File: config.mk
export PLATFORM = sky130hd
export DESIGN_NAME = wb_port_arbiter
export DESIGN_NICKNAME = d
export VERILOG_FILES = /design/src/rtl/wb_arb_pkg.sv /design/src/rtl/rr_arbiter.sv /design/src/rtl/wb_port_arbiter.sv
export SDC_FILE = /design/constraint.sdc
export NUM_CORES = 1
export LEC_CHECK = 0
export BUFFER_PORTS_ARGS = -buffer_cell sky130_fd_sc_hd__buf_2
export CAP_MARGIN = 30
export CORE_ASPECT_RATIO = 1.5
export CORE_UTILIZATION = 40
export DETAILED_ROUTE_END_ITERATION = 8
export PLACE_DENSITY = 0.78
export SKIP_CTS_REPAIR_TIMING = 1
export SYNTH_ARGS = -nofsm -noshare
export SYNTH_HDL_FRONTEND = slang
export SYNTH_SLANG_ARGS = --single-unit
File: constraint.sdc
create_clock -name clk_i -period 3.2 [get_ports clk_i]
set_input_delay 0.32 -clock clk_i [delete_from_list [all_inputs] [get_ports clk_i]]
set_output_delay 0.32 -clock clk_i [all_outputs]
set_load 0.02 [all_outputs]
File: src/rtl/wb_arb_pkg.sv
// Shared constants and types for the writeback port arbiter.
// Default widths and the hard-wired zero register index.
package wb_arb_pkg;

   localparam int unsigned ZERO_REG       = 0;
   localparam int          DEF_NUM_REQ    = 3;
   localparam int          DEF_DATA_WIDTH = 32;
   localparam int          DEF_ADDR_WIDTH = 5;

   typedef struct packed {
      logic                      valid;
      logic [DEF_ADDR_WIDTH-1:0] addr;
      logic [DEF_DATA_WIDTH-1:0] data;
   } wb_req_t;

endpackage

File: src/rtl/rr_arbiter.sv
// Round-robin arbiter with registered priority pointer.
// Searches from ptr upward, wrapping; pointer moves past the winner.
module rr_arbiter
   import wb_arb_pkg::*;
#(
   parameter int N = DEF_NUM_REQ,
   localparam int PW = (N > 1) ? $clog2(N) : 1
) (
   input  logic          clk_i,
   input  logic          rst_i,
   input  logic [N-1:0]  req_i,
   input  logic          en_i,
   output logic [N-1:0]  gnt_o,
   output logic [PW-1:0] ptr_o
);

   localparam int SW = PW + 1;

   logic [PW-1:0] ptr_q;
   logic [PW-1:0] ptr_d;
   logic [SW-1:0] sum;
   logic [PW-1:0] idx;
   logic          found;

   // First valid request at or after ptr wins; ptr advances past it.
   always_comb begin
      gnt_o = '0;
      ptr_d = ptr_q;
      found = 1'b0;
      sum   = '0;
      idx   = '0;
      for (int k = 0; k < N; k++) begin
         sum = {1'b0, ptr_q} + SW'(k);
         if (sum >= SW'(N)) sum = sum - SW'(N);
         idx = sum[PW-1:0];
         if (en_i && !found && req_i[idx]) begin
            found      = 1'b1;
            gnt_o[idx] = 1'b1;
            ptr_d      = (idx == PW'(N - 1)) ? '0 : idx + 1'b1;
         end
      end
   end

   // Pointer register.
   always_ff @(posedge clk_i or posedge rst_i) begin
      if (rst_i) ptr_q <= '0;
      else       ptr_q <= ptr_d;
   end

   assign ptr_o = ptr_q;

endmodule

File: src/rtl/wb_port_arbiter.sv
// Register-file write port arbiter: round-robin grant, registered write.
// Optional contention counter enabled by WB_ARB_STATS_EN.
module wb_port_arbiter
   import wb_arb_pkg::*;
#(
   parameter int NUM_REQ    = DEF_NUM_REQ,
   parameter int DATA_WIDTH = DEF_DATA_WIDTH,
   parameter int ADDR_WIDTH = DEF_ADDR_WIDTH
) (
   input  logic                          clk_i,
   input  logic                          rst_i,
   input  logic                          hold_i,
   input  logic [NUM_REQ-1:0]            req_valid_i,
   input  logic [NUM_REQ*ADDR_WIDTH-1:0] req_addr_i,
   input  logic [NUM_REQ*DATA_WIDTH-1:0] req_data_i,
   output logic [NUM_REQ-1:0]            req_ready_o,
   output logic                          rf_we_o,
   output logic [ADDR_WIDTH-1:0]         rf_waddr_o,
   output logic [DATA_WIDTH-1:0]         rf_wdata_o
`ifdef WB_ARB_STATS_EN
  ,output logic [31:0]                   stall_cnt_o
`endif
);

   localparam int PW = (NUM_REQ > 1) ? $clog2(NUM_REQ) : 1;

   logic [NUM_REQ-1:0]    gnt;
   logic [PW-1:0]         ptr_unused;
   logic                  grant;
   logic [ADDR_WIDTH-1:0] sel_addr;
   logic [DATA_WIDTH-1:0] sel_data;

   logic                  we_q, we_d;
   logic [ADDR_WIDTH-1:0] waddr_q, waddr_d;
   logic [DATA_WIDTH-1:0] wdata_q, wdata_d;

   rr_arbiter #(.N(NUM_REQ)) u_rr (
      .clk_i (clk_i),
      .rst_i (rst_i),
      .req_i (req_valid_i),
      .en_i  (!hold_i && !rst_i),
      .gnt_o (gnt),
      .ptr_o (ptr_unused)
   );

   assign req_ready_o = gnt;
   assign grant       = |gnt;

   // One-hot AND-OR mux of the granted requester's address and data.
   always_comb begin
      sel_addr = '0;
      sel_data = '0;
      for (int i = 0; i < NUM_REQ; i++) begin
         sel_addr = sel_addr
                  | ({ADDR_WIDTH{gnt[i]}} & req_addr_i[i*ADDR_WIDTH +: ADDR_WIDTH]);
         sel_data = sel_data
                  | ({DATA_WIDTH{gnt[i]}} & req_data_i[i*DATA_WIDTH +: DATA_WIDTH]);
      end
   end

   // Capture on grant; x0 is consumed without a write pulse.
   always_comb begin
      we_d    = grant && (sel_addr != ADDR_WIDTH'(ZERO_REG));
      waddr_d = grant ? sel_addr : waddr_q;
      wdata_d = grant ? sel_data : wdata_q;
   end

   // Output register; reset discards any captured write.
   always_ff @(posedge clk_i or posedge rst_i) begin
      if (rst_i) begin
         we_q    <= 1'b0;
         waddr_q <= '0;
         wdata_q <= '0;
      end else begin
         we_q    <= we_d;
         waddr_q <= waddr_d;
         wdata_q <= wdata_d;
      end
   end

   assign rf_we_o    = we_q;
   assign rf_waddr_o = waddr_q;
   assign rf_wdata_o = wdata_q;

`ifdef WB_ARB_STATS_EN
   logic        stall;
   logic [31:0] cnt_q, cnt_d;

   // Count cycles where a valid requester waits; saturate at all-ones.
   always_comb begin
      stall = |(req_valid_i & ~gnt);
      cnt_d = (stall && (cnt_q != '1)) ? cnt_q + 32'd1 : cnt_q;
   end

   // Contention counter register.
   always_ff @(posedge clk_i or posedge rst_i) begin
      if (rst_i) cnt_q <= '0;
      else       cnt_q <= cnt_d;
   end

   assign stall_cnt_o = cnt_q;
`else
   // Contention statistics not built in this configuration.
`endif

endmodule

==> results.md, run 1 <==
* # placed instances at 442
* Final Cycle Share at a little over 90%
* GR Util met1 at 25.5%
* PwrDens at 850 nW/µm²
* Port buffer count at 157
* Most used DFF post-synth: dfrtp_1
* Crit path DAT at 2.66 ns
* TritonCTS buffer count at 5
* Post-synth EDFFs at 0
* Synth top area cells: dfrtp_1 44%, a222oi_1 16%, mux2i_1 11%, nand2_1 6.1%, inv_1 4.8%
* Antenna viol nets, final at 0
* Yosys top cell area share at 43.9%
* Routed vias at 2477
* Final Hold Violating Endpoints at 0
* Post-place setup slack at 0.386 ns
* Maximum vdd drop at 0.423 mV
* Total GRT Usage at 22.6%
* CP Class: flip-flop to output port
* Worst-path fanout max at 21
* Final wirelength at approximately 6700 µm
* Most frequent cells in the layout: 157 x buf_2, 40 x dfrtp_1, 37 x nand2_1, 37 x a222oi_1, 28 x inv_1
* Share of cells above drive strength 1 at 47.4%
* M3 GR Usage at 4.11%
* Async set-reset flop share out of synthesis at 100%
* Placed inst area at ~3200 µm²
* Antenna cells at 0
* Area leader, netlist: dfrtp_1
* Die height at 94.5 µm
* Clock transition at path regs at 0.08 ns
* Crit-path cells: inv_1 -> ha_1 -> nand2b_4 -> mux2i_1 -> nand2_1 -> a21oi_4 -> buf_4 -> buf_2
* RR Startpoint: u_rr.ptr_o[0]
* Syn_nets at 346
* Lkg Pwr at between 1.5 and 2 nW
* Final slew viol count at 0
* Post-Synthesis Mean Instance Area at about 10 µm²
* Final net count at 500
* Setup Viol. Count Final at 0
* Initial antenna violation count at 0
* Grt total ovfl at 0
* Root buf cell: clkbuf_8
* Buffer depth of the longest clock path at 2
* Grt peak-use layer: met2
* Core Util, Final at 59.2%
* Vias in the first global route at 2343
* Largest net degree at the start of global routing at 32
* First-pass GRT wire length at between 10000 and 15000 µm
* Synth Instances at 225
* Crit start category: flip-flop
* Estimated wirelength of the detail-placed design at 5350 µm
* Fmax at roughly 340 MHz
* Max cap viols at 0
* CTS tree: yes
* Post-route cell area at 3250 µm²
* Io pins at 158
* Synth warn at 0
* Unrepaired setup endpoints after global routing: no
* TNS Setup at 0 ns
* Outcome: complete, no violations
* Row count at 33
* Most common cell after layout, fill and taps aside: buf_2
* Area growth syn-to-layout at 42.5%
* Drt pass-1 iters at 8
* Actual slew at the worst max-slew pin at 0.640 ns
* Clk_skew at between 0.005 and 0.006 ns
* R2R setup slack at 0.35 ns
* Slowest cell on crit path: a21oi_4
* Sequential area share after synthesis at about 44%
* 1st-iter DRT viols at ~210
* Hold WC Path Type: input port to async pin
* Starting Density at 41.5%
* GP Congestion at around 0.95
* Worst r2r path cells at 9
* Drt drc at 0
* Slew headroom at a little under three fifths
* Tmin final at 2.98 ns
* Met2 GRT Util at 40.1%
* Non-Filler Instances at 450
* Yosys reg bits at 40
* Capturing element type of the critical path: output port
* Fillcell total at 499
* Final WS setup at 0.222 ns
* Cell Area, Synth at 2280 µm²
* Hold slack at 0.0460 ns
* Sink Count at 40
* Distinct cells, synth at 31
* DR vias/cell at ~5.5
* Die Wd at 63.7 µm
* Slowest stage delay, CP at 0.49 ns
* CP required at 2.88 ns
* H-tree Lvls at 2
* CORE AREA at 5490 µm²
* Worst r2r dst: rf_wdata_o[19]
* Die Footprint at ~6000 µm²
* Total power at 2.76 mW
* Clk Latency, worst-skew pair at 0.28 ns
* WL/cell at roughly 15 µm
[worst max path at each step]
stage          slack (ns)     startpoint  cells past startpoint        endpoint
6_report             0.22  u_rr.ptr_o[1]                      8  req_ready_o[2]
3_5_place_dp         0.39  u_rr.ptr_o[0]                      9  rf_wdata_o[19]
2_1_floorplan        0.77  u_rr.ptr_o[0]                      8  req_ready_o[1]
5_1_grt              0.06  u_rr.ptr_o[1]                      8  req_ready_o[2]
4_1_cts              0.25  u_rr.ptr_o[1]                      8  req_ready_o[2]
3_3_place_gp         0.51  u_rr.ptr_o[0]                     10         rf_we_o
[worst max-delay path, delay by kind of cell, from the launching register on]
family	cells	cell delay [ns]
buf+inv	3	0.65
compound gates	1	0.49
flops	1	0.41
simple gates	2	0.32
fa+ha+maj	1	0.31
mux	1	0.19
[cell usage after synthesis (2+ instances only)]
master	instances
ha_1	4
nand2b_1	3
inv_1	29
a21o_1	5
mux2i_1	25
buf_2	9
buf_4	3
nor3_1	2
nand2_1	37
clkbuf_1	3
and3_1	2
buf_6	2
o21ai_0	3
a221oi_2	2
dfrtp_1	40
a222oi_1	37
nand3_1	2
a21oi_1	2
nor2_1	3
[metal layers]
layer | vias to the layer above | routed length (µm) | share of wire [%]
li1 | 1153 | - | -
met1 | 1168 | 2670 | 40
met2 | 132 | 3400 | 51
met3 | 24 | 387 | 5.8
met4 | 0 | 255 | 3.8
met5 | - | 0 | 0
[cell type report]
type / count / area (µm²) / area share [%]
clock buffers: 7 / 86.3 / 2.66
clock inverters: 1 / 7.51 / 0.231
inverters: 29 / 109 / 3.35
multi-input cells: 138 / 1100 / 33.9
flip-flops and latches: 40 / 1000 / 30.8
well taps: 70 / 87.6 / 2.69
repair buffers: 165 / 858 / 26.4
[state kept, by name, summed over array words and instances (netlist names)]
register / cells
rf_waddr_o: 5
rf_wdata_o: 32
rf_we_o: 1
u_rr.ptr_o: 2
[report_power, final]
part	switching [mW]	internal, mW
Clock	0.169	0.175
Sequential	0.103	0.706
Combinational	0.962	0.650
Total	1.23	1.53
[kinds of logic (layout without fill, tap and decap cells)]
group | Yosys count | in the layout | synth area share, %
AND/OR/NAND/NOR | 55 | 55 | 11.1
AO/OA/AOI/OAI | 54 | 54 | 22.5
buffers and inverters | 47 | 202 | 9.38
flip-flops | 40 | 40 | 43.9
multiplexers | 25 | 25 | 11.0
adder cells (fa/ha/maj) | 4 | 4 | 2.19
Power figures use the tool's default switching activity.
==> inputs of run 2 (changes only) <==
--- a/config.mk
+++ b/config.mk
@@ -8,9 +8,8 @@
 export BUFFER_PORTS_ARGS = -buffer_cell sky130_fd_sc_hd__buf_2
 export CAP_MARGIN = 30
 export CORE_ASPECT_RATIO = 1.5
-export CORE_UTILIZATION = 40
+export CORE_UTILIZATION = 30
 export DETAILED_ROUTE_END_ITERATION = 8
-export PLACE_DENSITY = 0.78
 export SKIP_CTS_REPAIR_TIMING = 1
 export SYNTH_ARGS = -nofsm -noshare
 export SYNTH_HDL_FRONTEND = slang
==> results.md, run 2 (same netlist as run 1, synthesis figures left out) <==
* Die Wd at 73.2 µm (+15%)
* Antenna cells at 0 (unchanged)
* Root buf cell: clkbuf_8
* First-pass GRT wire length at 10800 µm (+1.6%)
* TritonCTS buffer count at 5 (unchanged)
* Max cap viols at 0 (unchanged)
* Hold WC Path Type: input port to async pin
* CP Class: flip-flop to output port
* Worst r2r path cells at 9 (unchanged)
* Slew headroom at 54.0% (-3.1 points)
* Area growth syn-to-layout at 45.4%
* Largest net degree at the start of global routing at 41 (+28%)
* CP top delay family: buffers and inverters
* 1st-iter DRT viols at 249 (+17%)
* Grt total ovfl at 0 (unchanged)
* Slowest cell on crit path: or4_1
* Final Hold Violating Endpoints at 0 (unchanged)
* Row count at 38 (+15%)
* DR vias/cell at 5.06 (-8.1%)
* Max reg flops at 32 (unchanged)
* Unrepaired setup endpoints after global routing: no
* Final net count at 499 (-0.20%)
* GP Congestion at 0.926 (-2.3%)
* Buffer depth of the longest clock path at 2 (unchanged)
* Reg area at 1000 µm² (unchanged)
* WL/cell at 14.6 µm (-2.5%)
* Crit-path cells: inv_1 -> ha_1 -> buf_4 -> or4_1 -> a21o_1 -> a21oi_4 -> buf_6 -> buf_2
* Die height at 109 µm (+15%)
* Outcome: complete, no violations
* Clk Latency, worst-skew pair at 0.29 ns (about the same)
* Maximum vdd drop at 0.375 mV (-11%)
* Most frequent cells in the layout: 157 x buf_2, 40 x dfrtp_1, 37 x nand2_1, 37 x a222oi_1, 28 x inv_1
* Fmax at 327 MHz (-2.5%)
* Crit path DAT at 2.74 ns (+0.08 ns)
* Setup Viol. Count Final at 0 (unchanged)
* Total GRT Usage at 17.8% (-4.8 points)
* Estimated wirelength of the detail-placed design at 5120 µm (-4.2%)
* Final slew viol count at 0 (unchanged)
* Crit start category: flip-flop
* Final wirelength at 6970 µm (+3.8%)
* Core Util, Final at 45.6% (-14 points)
* Actual slew at the worst max-slew pin at 0.691 ns (+0.0501 ns)
* Initial antenna violation count at 0 (unchanged)
* H-tree Lvls at 2 (unchanged)
* Lkg Pwr at 1.86 nW (+0.73%)
* CTS tree: yes
* Slowest stage delay, CP at 0.53 ns (+0.04 ns)
* CP required at 2.88 ns (about the same)
* Share of cells above drive strength 1 at 47.5% (+0.12 points)
* Clock transition at path regs at 0.09 ns (about the same)
* Capturing element type of the critical path: output port
* Drt pass-1 iters at 9 (+1)
* Drt drc at 0 (unchanged)
* CORE AREA at 7270 µm² (+32%)
* TNS Setup at 0 ns (unchanged)
* Hold slack at 0.155 ns (+0.109 ns)
* Post-place setup slack at 0.370 ns (-0.0154 ns)
* Port buffer count at 157 (unchanged)
* Starting Density at 31.4% (-10 points)
* Die Footprint at 7960 µm² (+32%)
* Final Cycle Share at 95.5% (+2.4 points)
* Antenna viol nets, final at 0 (unchanged)
* Area occupied by multi-input gates at 1100 µm² (unchanged)
* Most common cell after layout, fill and taps aside: buf_2
* Final WS setup at 0.145 ns (-0.0776 ns)
* Io pins at 158 (unchanged)
* Fillcell total at 733 (+47%)
* Tmin final at 3.06 ns (+0.0776 ns)
* Sink Count at 40 (unchanged)
* Clk_skew at 0.00791 ns (+0.00287 ns)
* Crit path depth at 8 (unchanged)
* PwrDens at 869 nW/µm² (+2.2%)
* Routed vias at 2423 (-2.2%)
* Worst-path fanout max at 38 (+81%)
* CP bufs+invs at 4 (+1)
* Vias in the first global route at 2304 (-1.7%)
[run 2: worst reg2reg max path: stages, from the launching register on]
cell,delay [ns]
dfrtp_1,0.40
inv_1,0.08
ha_1,0.29
nand2b_4,0.20
a31o_1,0.23
a221oi_2,0.34
a221oi_4,0.11
buf_4,0.28
a222oi_1,0.71
nand3_1,0.13
[run 2: final timing paths]
path | start | slack (ns) | end
max | u_rr.ptr_o[0] | 0.14 | req_ready_o[1]
min | rst_i | 0.15 | rf_wdata_o[26]
max reg2reg | u_rr.ptr_o[1] | 0.28 | rf_we_o
min reg2reg | rf_wdata_o[4] | 0.48 | rf_wdata_o[4]
max in group asynchronous | rst_i | 2.67 | rf_wdata_o[4]
min in group clk_i | req_data_i[79] | 0.25 | rf_wdata_o[15]
[run 2: power breakdown]
group / leakage (nW) / switching, mW / internal [mW] / total, mW
logic: 1.27 / 0.972 / 0.665 / 1.64
registers: 0.522 / 0.0982 / 0.705 / 0.803
clock network: 0.0614 / 0.186 / 0.255 / 0.441
total: 1.86 / 1.26 / 1.62 / 2.88
[run 2: per-layer routing]
layer  GRT usage, %  vias up  wire length (µm)
met5              0        -                 0
met4           8.68        0               159
met3           3.70       14               396
met2           30.9      108              3670
met1           20.5     1153              2740
li1               -     1148                 -
[run 2: final cells by class]
cell class,count,share of cell area [%]
multi-input combinational,138,33.2
tap,100,3.77
timing repair buffer,164,25.9
sequential,40,30.2
clock buffer,6,2.49
clock inverter,2,1.17
inverter,29,3.28
[run 2: through the flow]
step,power (mW),cells,cell area (µm²)
3_3_place_gp,2.42,470,3180
6_report,2.88,479,3320
2_1_floorplan,1.94,225,2280
3_5_place_dp,2.46,471,3190
4_1_cts,2.91,479,3310
5_1_grt,3.10,479,3320
==> inputs of run 3 (changes only) <==
--- a/config.mk
+++ b/config.mk
@@ -13,4 +13,5 @@
 export SKIP_CTS_REPAIR_TIMING = 1
 export SYNTH_ARGS = -nofsm -noshare
 export SYNTH_HDL_FRONTEND = slang
+export SYNTH_HIERARCHICAL = 1
 export SYNTH_SLANG_ARGS = --single-unit
==> results.md, run 3 <==
* Synth top cells by count: 40 x dfrtp_1, 37 x nor2_1, 36 x a222oi_1, 33 x a21oi_1, 13 x nand2_1
* Fmax at 331 MHz (+1.2%)
* PwrDens at 1120 nW/µm² (+29%)
* Outcome: complete, no violations
* TritonCTS buffer count at 5 (unchanged)
* Crit path capture: rf_wdata_o[16]
* Max cap viols at 0 (unchanged)
* Lkg Pwr at 1.62 nW (-13%)
* Clock transition at path regs at 0.08 ns (about the same)
* Clk_skew at 0.00406 ns (-0.00385 ns)
* Yosys reg bits at 40 (unchanged)
* Final WS setup at 0.180 ns (+0.0354 ns)
* Die height at 107 µm (-1.3%)
* Row count at 38 (unchanged)
* Post-place setup slack at 0.118 ns (-0.252 ns)
* Buffer depth of the longest clock path at 2 (unchanged)
* Most common cell after layout, fill and taps aside: buf_2
* Io pins at 158 (unchanged)
* R2R setup slack at 0.18 ns (-0.10 ns)
* Setup Viol. Count Final at 0 (unchanged)
* Final net count at 503 (+0.80%)
* Max reg flops at 32 (unchanged)
* Syn_nets at 345 (-0.29%)
* Post-route cell area at 3230 µm² (-2.7%)
* Final slew viol count at 0 (unchanged)
* Cell Area, Synth at 2220 µm² (-2.6%)
* Grt total ovfl at 0 (unchanged)
* First-pass GRT wire length at 10400 µm (-3.8%)
* Yosys top cell area share at 45.1% (+1.2 points)
* Maximum vdd drop at 0.543 mV (+45%)
* H-tree Lvls at 2 (unchanged)
* Initial antenna violation count at 0 (unchanged)
* Synth warn at 6 (+6)
* TNS Setup at 0 ns (unchanged)
* Share of cells above drive strength 1 at 50.5% (+3.0 points)
* Final Cycle Share at 94.4% (-1.1 points)
* Starting Density at 30.9% (-0.42 points)
* Total GRT Usage at 17.0% (-0.78 points)
* Post-Synthesis Mean Instance Area at 9.91 µm² (-2.2%)
* Total power at 3.60 mW (+25%)
* Worst setup path start: u_rr/ptr_o[0]
* Post-synth EDFFs at 0 (unchanged)
* DR vias/cell at 5.14 (+1.6%)
* Worst-path fanout max at 32 (-16%)
* Synth Instances at 224 (-0.44%)
* Estimated wirelength of the detail-placed design at 5120 µm (about the same)
* Largest net degree at the start of global routing at 39 (-4.9%)
* Worst r2r path cells at 12 (+3)
* Tmin final at 3.02 ns (-0.0354 ns)
* Die Wd at 72.3 µm (-1.3%)
* 1st-iter DRT viols at 175 (-30%)
* Crit start category: flip-flop
* Final wirelength at 6650 µm (-4.6%)
* Port buffer count at 157 (unchanged)
* CP required at 3.35 ns (+0.47 ns)
* Area growth syn-to-layout at 45.3% (about the same)
* Core Util, Final at 44.9% (-0.63 points)
* Area leader, netlist: dfrtp_1
* RR Startpoint: u_rr/ptr_o[0]
* Capturing element type of the critical path: flip-flop
* Actual slew at the worst max-slew pin at 0.639 ns (-0.0515 ns)
* # placed instances at 472 (+0.21%)
* Die Footprint at 7760 µm² (-2.6%)
* Drt pass-1 iters at 5 (-4)
* GP Congestion at 0.960 (+3.6%)
* CTS tree: yes
* Most common cell in the netlist: dfrtp_1
* Most used DFF post-synth: dfrtp_1
* Sink Count at 40 (unchanged)
* CORE AREA at 7180 µm² (-1.3%)
* Hold slack at 0.151 ns (-0.00356 ns)
* Async set-reset flop share out of synthesis at 100% (unchanged)
* Placed inst area at 3080 µm² (-3.3%)
* Final Hold Violating Endpoints at 0 (unchanged)
* Worst r2r dst: rf_wdata_o[16]
* Sequential area share after synthesis at 45.1% (+1.2 points)
* Slew headroom at 57.2% (+3.3 points)
* Synth top area cells: dfrtp_1 45%, a222oi_1 16%, a21oi_1 7.4%, nor2_1 6.3%, buf_6 4.6%
* CP Class: flip-flop to flip-flop
* Routed vias at 2476 (+2.2%)
* Clk Latency, worst-skew pair at 0.28 ns (about the same)
* WL/cell at 13.8 µm (-5.2%)
* Non-Filler Instances at 482 (+0.63%)
* Hold WC Path Type: input port to async pin
* Antenna viol nets, final at 0 (unchanged)
* Vias in the first global route at 2353 (+2.1%)
* Most frequent cells in the layout: 157 x buf_2, 40 x dfrtp_1, 36 x a222oi_1, 36 x nor2_1, 33 x a21oi_1
* Unrepaired setup endpoints after global routing: yes
* Distinct cells, synth at 38 (+23%)
* Drt drc at 0 (unchanged)
* Root buf cell: clkbuf_8
* Crit path DAT at 3.17 ns (+0.43 ns)
* Antenna cells at 0 (unchanged)
## run 3: cell types whose count changed after synthesis, moves of 7 or more
cell	before	now
a21oi_1	2	33
buf_2	9	1
buf_6	2	9
inv_1	29	7
mux2i_1	25	3
nand2_1	37	13
nor2_1	3	37
## run 3: where the power goes
group / total [mW] / switching, mW / internal (mW) / leakage (nW)
combinational: 2.32 / 1.42 / 0.897 / 1.10
clock: 0.360 / 0.167 / 0.192 / 0.0503
sequential: 0.927 / 0.129 / 0.798 / 0.475
total: 3.60 / 1.72 / 1.89 / 1.62
## run 3: kinds of logic (layout without fill, tap and decap cells)
family,count (synthesis),count (layout),synth area share (%)
AOI/OAI and AO/OA,86,86,30.4
and+or+nand+nor,63,63,12.9
DFF,40,40,45.1
buffers and inverters,28,186,8.00
adders and majority gates,4,4,2.25
muxes,3,3,1.35
## run 3: layout make-up
class,instances,area [µm²]
Fill cell,717,3950
Multi-Input combinational cell,156,1080
Sequential cell,40,1000
Timing Repair Buffer,171,893
Tap cell,100,125
Clock buffer,7,96.3
Inverter,8,30.0
## run 3: critical path, stage by stage (launching register included)
cell and delay [ns]:
dfrtp_1 0.40, inv_1 0.09, ha_1 0.28, nand2b_1 0.19
or3b_1 0.41, a2bb2oi_2 0.15, o22ai_2 0.20, nor2_4 0.07
buf_4 0.18, or3_2 0.49, buf_4 0.24, nor2_1 0.13
a21oi_1 0.05
## run 3: how the worst min path moves through the flow
stage	to	slack (ns)	depth (start not counted)
after floorplan	u_rr/ptr_o[0]	0.06	1
after global placement	u_rr/ptr_o[1]	0.20	2
after detailed placement	u_rr/ptr_o[1]	0.20	2
after CTS	u_rr/ptr_o[0]	-0.11	2
after global routing	rf_wdata_o[30]	0.20	3
final	rf_wdata_o[30]	0.15	3
## run 3: routing by layer
metal | vias to the layer above | GRT usage, % | routed length, µm
met4 | 0 | 6.72 | 123
li1 | 1186 | - | -
met3 | 11 | 3.37 | 442
met5 | - | 0 | 0
met2 | 109 | 31.0 | 3520
met1 | 1170 | 19.1 | 2570
